File: src/rtl/equ_check_stream.sv
// Streaming equality/magnitude self-check monitor with saturating statistics,
// first-mismatch capture and a lock/alarm FSM driven by consecutive equal beats.
module equ_check_stream #(
    parameter int WIDTH   = 8,
    parameter int CNT_W   = 16,
    parameter int RUN_LEN = 4
) (
    input  logic             clk,
    input  logic             rst_n,
    input  logic             clr,
    input  logic             valid,
    input  logic [WIDTH-1:0] x,
    input  logic [WIDTH-1:0] y,
    input  logic [1:0]       mode,
    output logic             z,
    output logic             z_valid,
    output logic [CNT_W-1:0] match_cnt,
    output logic [CNT_W-1:0] mismatch_cnt,
    output logic             first_err,
    output logic [CNT_W-1:0] first_err_idx,
    output logic             locked,
    output logic             alarm
);

    // state  | meaning
    // HUNT   | counting consecutive equal beats toward RUN_LEN
    // LOCKED | streams aligned; next mismatch raises the alarm
    // ALARM  | a locked stream mismatched; held until clr or reset
    typedef enum logic [1:0] {HUNT, LOCKED, ALARM} state_t;

    localparam logic [CNT_W-1:0] CNT_MAX = '1;
    localparam logic [CNT_W-1:0] RUN_TC  = CNT_W'(RUN_LEN);

    state_t           state_q, state_d;
    logic [CNT_W-1:0] run_q, run_d;
    logic [CNT_W-1:0] beat_idx;
    logic             eq;
    logic             cmp;

    always_comb begin
        eq = (x == y);
        case (mode)
            2'b00:   cmp = eq;
            2'b01:   cmp = !eq;
            2'b10:   cmp = (x < y);
            default: cmp = (x > y);
        endcase
    end

    always_comb begin
        state_d = state_q;
        run_d   = run_q;
        if (valid) begin
            case (state_q)
                HUNT: begin
                    if (eq) begin
                        if (run_q != RUN_TC) begin
                            run_d = run_q + 1'b1;
                        end
                        if (run_d == RUN_TC) begin
                            state_d = LOCKED;
                        end
                    end else begin
                        run_d = '0;
                    end
                end
                LOCKED: begin
                    if (!eq) begin
                        state_d = ALARM;
                    end
                end
                ALARM:   state_d = ALARM;
                default: state_d = HUNT;
            endcase
        end
    end

    always_ff @(posedge clk or negedge rst_n) begin
        if (!rst_n) begin
            state_q <= HUNT;
            run_q   <= '0;
        end else if (clr) begin
            state_q <= HUNT;
            run_q   <= '0;
        end else begin
            state_q <= state_d;
            run_q   <= run_d;
        end
    end

    // clr wins over a coincident beat, so the datapath only advances when clr is low
    always_ff @(posedge clk or negedge rst_n) begin
        if (!rst_n) begin
            z             <= 1'b0;
            z_valid       <= 1'b0;
            match_cnt     <= '0;
            mismatch_cnt  <= '0;
            first_err     <= 1'b0;
            first_err_idx <= '0;
            beat_idx      <= '0;
        end else if (clr) begin
            z             <= 1'b0;
            z_valid       <= 1'b0;
            match_cnt     <= '0;
            mismatch_cnt  <= '0;
            first_err     <= 1'b0;
            first_err_idx <= '0;
            beat_idx      <= '0;
        end else begin
            z_valid <= valid;
            if (valid) begin
                z <= cmp;
                if (beat_idx != CNT_MAX) begin
                    beat_idx <= beat_idx + 1'b1;
                end
                if (eq) begin
                    if (match_cnt != CNT_MAX) begin
                        match_cnt <= match_cnt + 1'b1;
                    end
                end else begin
                    if (mismatch_cnt != CNT_MAX) begin
                        mismatch_cnt <= mismatch_cnt + 1'b1;
                    end
                    if (!first_err) begin
                        first_err     <= 1'b1;
                        first_err_idx <= beat_idx;
                    end
                end
            end
        end
    end

    assign locked = (state_q == LOCKED);
    assign alarm  = (state_q == ALARM);

endmodule
File: config.mk
export PLATFORM = sky130hd
export DESIGN_NAME = equ_check_stream
export DESIGN_NICKNAME = d
export VERILOG_FILES = /design/src/rtl/equ_check_stream.sv
export SDC_FILE = /design/constraint.sdc
export NUM_CORES = 1
export LEC_CHECK = 0
export CAP_MARGIN = 20
export CORE_ASPECT_RATIO = 1.1
export CORE_MARGIN = 4
export CORE_UTILIZATION = 54
export CTS_CLUSTER_SIZE = 25
export DETAILED_ROUTE_END_ITERATION = 12
export PLACE_DENSITY = 0.8
export SYNTH_ARGS = -nofsm -noshare
export SYNTH_HDL_FRONTEND = slang
export SYNTH_SLANG_ARGS = --single-unit
File: constraint.sdc
create_clock -name clk -period 2.3 [get_ports clk]
set_clock_uncertainty 0.05 [all_clocks]
set_input_delay 0.23 -clock clk [delete_from_list [all_inputs] [get_ports clk]]
set_output_delay 0.23 -clock clk [all_outputs]
set_load 0.1 [all_outputs]
# After elaboration in Yosys (flattened, before gate mapping)
# Cells that the tools add are included.
# word_totals
regBits,85
input_bits,22
output_inout_bits,53
wordCells,82
# classes
add_sub_neg,4
magnitude_cmp,2
eq_ne,15
mux,36
n_reduce_logical,16
# ops
op,count
$mux 16,23
$add 16x1->16 const B,4
$ne 16x16->1 const B,3
$eq 16x3->1 const B,1
$ne 16x3->1 const B,1
$reduce_bool 2->1,6
$mux 2,5
$ne 3x3->1 const B,3
$reduce_and 3->1,3
$eq 8x8->1,1
$gt 8x8->1,1
$lt 8x8->1,1
$mux 1,6
$pmux 2 s3,1
$reduce_and 2->1,3
$eq 2x1->1 const B,2
$eq 2x2->1 const B,2
$logic_not 2->1,2
$ne 2x2->1 const B,2
$reduce_and 4->1,1
$pmux 1 s3,1
$logic_not 1->1,1

# Depth between registers and ports, before layout
# depth
depth_word,11
mapped_depth,11
ltp_nobuf,9

# Worst setup path before layout
# OpenSTA, ideal clock, no wires.
# synth_timing
path_type,reg2reg
from,register match_cnt[9]
to,register match_cnt[12]
setup_ns,0.132
t_arrival_ns,2.443
required_ns,2.118
setup_slack_ns,-0.325
path_stages_with_launch,9
path_buffers,1
period_less_slack_ns,2.625
cell_sequence,dfrtp_1 -> and4_1 -> nand3_1 -> o311a_1 -> buf_2 -> and3_1 -> nand4_1 -> xor2_1 -> nor2_1
# synth_via
elab_chain_cells,5
word_cells_on_any_way,8
cone_classes,add/sub: 1; eq/ne: 1; mux: 4; reduce/logical: 2
# synth_rtl
element,line,text
"start, declared",17,"output logic [CNT_W-1:0] match_cnt,"
"start signal, assigned",118,match_cnt <= match_cnt + 1'b1;
$add 16x1->16,118,
$mux 16,117,if (match_cnt != CNT_MAX) begin
$mux 16,116,if (eq) begin
$mux 16,111,if (valid) begin
$mux 16,101,end else if (clr) begin
# Several ways; a longest one is shown, not always the timed one. The select of a mux whose other input is x is not followed.
# A chain may end at the register's enable or synchronous reset.

# Worst setup path after layout
# layout_timing
from,register run_q[7]
to,register state_q[1]
# layout_via
elab_chain_cells,8
word_cells_on_any_way,9
cone_classes,add/sub: 1; eq/ne: 3; mux: 4; reduce/logical: 1
# layout_rtl
element,line,text
"start, declared",35,"logic [CNT_W-1:0] run_q, run_d;"
"start signal, assigned",87,run_q <= run_d;
$add 16x1->16 / $ne 16x3->1 (equally long branches),"58, 57",
$mux 16 *,57,if (run_q != RUN_TC) begin
$mux 16 *,56,if (eq) begin
$mux 16 *,54,case (state_q)
$mux 16 *,53,if (valid) begin
$eq 16x3->1 *,60,if (run_d == RUN_TC) begin
$ne 3x3->1 (no line) *,n/a,
$reduce_and 4->1 (no line) *,n/a,
"end signal, assigned",86,state_q <= state_d;
"end, declared",34,"state_t state_q, state_d;"
# Every way passes the cells marked *; elsewhere a longest branch is shown, timed or not. The select of a mux whose other input is x is not followed.

==> impl_summary.log <==
[metrics] worst max-slew margin expressed relative to the limit: 28.2%
[metrics] area of all placed cells without fillers: 5870 um2
[metrics] crit path capture type: flop
[metrics] number of cells in the design after placement: 715
[metrics] Post-synth EDFFs: 0
[metrics] post-DP HPWL: 7960 um
[metrics] maximum level of the CTS H-tree: 3
[metrics] part of the power in registers: 50.4%
[metrics] Power, Total: 3.01 mW
[metrics] proportion of netlist area held by the largest area contributor: 45.6%
[metrics] number of instances in the synthesized netlist: 525
[metrics] Hold Violations, Final: 0
[metrics] storage element area: 2160 um2
[metrics] switching share of power: 26.0%
[metrics] area used by multi-input combinational logic: 2360 um2
[metrics] Routed Antenna Nets: 0
[metrics] remaining design rule violation count: 0
[metrics] Tightest Hold Check Type: input port to flop
[metrics] number of vias per cell: 5.63
[metrics] part of the power in combinational logic: 9.3%
[metrics] syn nets: 563
[metrics] top flip-flop cell by instance count after synthesis: sky130_fd_sc_hd__dfrtp_1
[metrics] arrival time of the worst setup path: 2.49 ns
[metrics] top cells by area in the synthesized netlist: sky130_fd_sc_hd__dfrtp_1 (46%), sky130_fd_sc_hd__nand2_1 (5.7%), sky130_fd_sc_hd__xor2_1 (5.1%)
[metrics] weighted congestion reported at the end of routability-driven placement: 0.891
[metrics] total clock buffers created by CTS: 9
[metrics] synthesized cell area: 4660 um2
[metrics] ratio of total power to cell area: 512 nW/um2
[metrics] utilization of the core after routing: 69.8%
[metrics] internal portion of total power: 2.22 mW
[metrics] worst-skew pair later-pin latency: 0.36 ns
[metrics] Net count, final: 658
[metrics] Syn. warnings: 0
[metrics] Finished Layout Cells: 736
[metrics] Area Growth Syn to Fin: 25.9%
[metrics] post-route worst hold slack: 0.234 ns
[metrics] Sw Pwr: 0.782 mW
[metrics] fraction of registers with async set/reset: 100%
[metrics] number of clock sinks seen by CTS: 85
[metrics] proportion of layout cells with a drive suffix above 1: 24.0%
[metrics] Detailed Route Iter0 Violations: 198
[metrics] pin count of the biggest net entering global routing: 39
[metrics] standard-cell rows: 35
[metrics] clock tree root buffer cell: sky130_fd_sc_hd__clkbuf_8
[metrics] final setup violating endpoints: 0
[metrics] worst-path maximum fanout: 10
[metrics] clock tree from TritonCTS: built
[metrics] Total Routing Usage GR: 22.4%
[metrics] critical path data required time: 2.53 ns
[metrics] post-route worst setup slack: 0.0411 ns
[metrics] Routed wire per std cell: 15.0 um
[metrics] effective utilization at floorplan: 55.5%
[metrics] worst slack after detailed placement: -0.318 ns
[metrics] total of max-cap violations: 0
[metrics] leading cell types by count after synthesis: sky130_fd_sc_hd__dfrtp_1 (85), sky130_fd_sc_hd__nand2_1 (71), sky130_fd_sc_hd__nor2_1 (58)
[metrics] number of library cell types mapped by synthesis: 57
[metrics] total overflow reported by the global router: 0
[metrics] die area: 10200 um2
[metrics] final critical path time including I/O delays and setup: 2.26 ns
[metrics] share of power burned in the clock network: 40.3%
[metrics] core area: 8410 um2
[metrics] most used standard cell by instance count after synthesis: sky130_fd_sc_hd__dfrtp_1
[metrics] reported leakage power: 2.63 nW
[metrics] IO buf count: 74
[metrics] Post-Route Setup TNS: 0 ns
[metrics] number of global-route vias before repair: 4066
[metrics] cell area reported after detailed placement: 5590 um2
[metrics] global-route wire length before repair: 19300 um
[metrics] element type at the critical path start: flop
[metrics] Layout fillers: 695
[metrics] Die X: 96.6 um
[metrics] actual transition at the worst max-transition pin: 1.08 ns
[metrics] number of antenna violations at the first check in global routing: 0
[metrics] outcome: completed
[metrics] Die H: 105 um
[metrics] antenna diode count: 0
[metrics] register bit total from synthesis: 85
[metrics] total number of vias: 4147
[metrics] top cell type by total area after synthesis: sky130_fd_sc_hd__dfrtp_1
[metrics] worst-case vdd ir drop: 0.000307 V
[metrics] detailed-routing iteration count for the pre-antenna-repair pass: 5
[metrics] unrepaired setup endpoints after global routing: true
[metrics] Max Fclk: 443 MHz
[metrics] Longest Clk Path Bufs: 2
[metrics] Total Routed Length: 11000 um
[metrics] mean instance size in the synthesized netlist: 8.88 um2
[metrics] final critical-path share of the clock period: 98.2%
[metrics] Max Slew Vio Count: 0
[metrics] Critical Setup Path Class: flop to flop
[metrics] fraction of the yosys area taken by sequential cells: 45.6%
[metrics] clock slew at reported path FFs: 0.09 ns
[metrics] IO Pins: 75
[cell families after synthesis]
logic type	count (synthesis)	share of synthesized area (%)
AO/OA/AOI/OAI	95	12.1
XOR/XNOR	41	7.70
adder cells (fa/ha/maj)	16	4.29
buffers and inverters	49	4.40
flip-flops	85	45.6
multiplexers	3	0.644
AND/OR/NAND/NOR	236	25.3
[worst max-delay path: stages, from the launching register on]
cell and delay, ns:
sky130_fd_sc_hd__dfrtp_1 0.56, sky130_fd_sc_hd__nand4_1 0.27, sky130_fd_sc_hd__buf_4 0.22, sky130_fd_sc_hd__nor4_2 0.38, sky130_fd_sc_hd__xnor2_1 0.17, sky130_fd_sc_hd__nand3_1 0.14, sky130_fd_sc_hd__o21ai_1 0.19, sky130_fd_sc_hd__mux2i_1 0.21
[power by group through the flow]
| stage | Clock, mW | Combinational (mW) | Sequential (mW) |
|---|---|---|---|
| after floorplan | 0 | 0.0938 | 1.60 |
| after global placement | 0 | 0.273 | 1.54 |
| after detailed placement | 0 | 0.278 | 1.55 |
| after CTS | 1.23 | 0.280 | 1.52 |
| after global routing | 1.30 | 0.305 | 1.52 |
| final | 1.21 | 0.279 | 1.52 |
[metal layers]
| layer | up-vias | global-route usage, % | wire [um] |
|---|---|---|---|
| met1 | 2010 | 30.8 | 5090 |
| met3 | 10 | 5.23 | 535 |
| met4 | 0 | 5.42 | 108 |
| met2 | 104 | 36.1 | 5300 |
| met5 | - | 0 | 0 |
| li1 | 2023 | - | - |
[path summary, 6_finish.rpt]
kind	start	end	slack, ns	depth (start not counted)
worst max-delay path	run_q[7]$_DFFE_PN0P_	state_q[1]$_DFFE_PN0P_	0.04	7
worst min-delay path	clr	first_err_idx[9]$_DFFE_PN0P_	0.23	4
worst max register to register	run_q[7]$_DFFE_PN0P_	state_q[1]$_DFFE_PN0P_	0.04	7
worst min register to register	first_err_idx[15]$_DFFE_PN0P_	first_err_idx[15]$_DFFE_PN0P_	0.42	2
max in group asynchronous	rst_n	mismatch_cnt[5]$_DFFE_PN0P_	1.31	3
min in group asynchronous	rst_n	run_q[12]$_DFFE_PN0P_	0.31	2
[layout make-up]
| cell class | count | share of cell area [%] |
|---|---|---|
| clock buffers | 9 | 2.11 |
| repair buffers | 108 | 15.3 |
| flip-flops and latches | 85 | 36.8 |
| inverters | 24 | 1.53 |
| multi-input cells | 392 | 40.1 |
| well taps | 111 | 2.37 |
| clock inverters | 7 | 1.75 |
[state kept, by name (all words and copies together), names as in the netlist]
signal	count
beat_idx	16
first_err	1
first_err_idx	16
match_cnt	16
mismatch_cnt	16
run_q	16
state_q	2
z	1
z_valid	1
[cell usage in the layout (no fill, tap or decap), types with 3 or more instances in the layout]
cell type,instances
sky130_fd_sc_hd__dfrtp_2,29
sky130_fd_sc_hd__clkdlybuf4s50_1,19
sky130_fd_sc_hd__nand4_1,21
sky130_fd_sc_hd__nor3_1,12
sky130_fd_sc_hd__and3_1,13
sky130_fd_sc_hd__nand2_1,71
sky130_fd_sc_hd__inv_1,22
sky130_fd_sc_hd__nor4b_1,3
sky130_fd_sc_hd__or3_1,8
sky130_fd_sc_hd__o31ai_1,8
sky130_fd_sc_hd__clkbuf_8,9
sky130_fd_sc_hd__buf_4,84
sky130_fd_sc_hd__buf_12,3
sky130_fd_sc_hd__xnor2_1,14
sky130_fd_sc_hd__o21ai_1,22
sky130_fd_sc_hd__nor2_1,58
sky130_fd_sc_hd__mux2i_1,3
sky130_fd_sc_hd__o21ai_0,24
sky130_fd_sc_hd__dfrtp_1,56
sky130_fd_sc_hd__ha_1,16
sky130_fd_sc_hd__xor2_1,27
sky130_fd_sc_hd__nand3_1,25
sky130_fd_sc_hd__a21oi_1,19
[timing repair]
item	4_1_cts	5_1_grt
setup buffers	0	3
setup endpoints to repair	0	18
gates resized for setup	0	5
hold endpoints to repair	33	0
hold buffers	1	0
(Power assumes the default switching activity.)
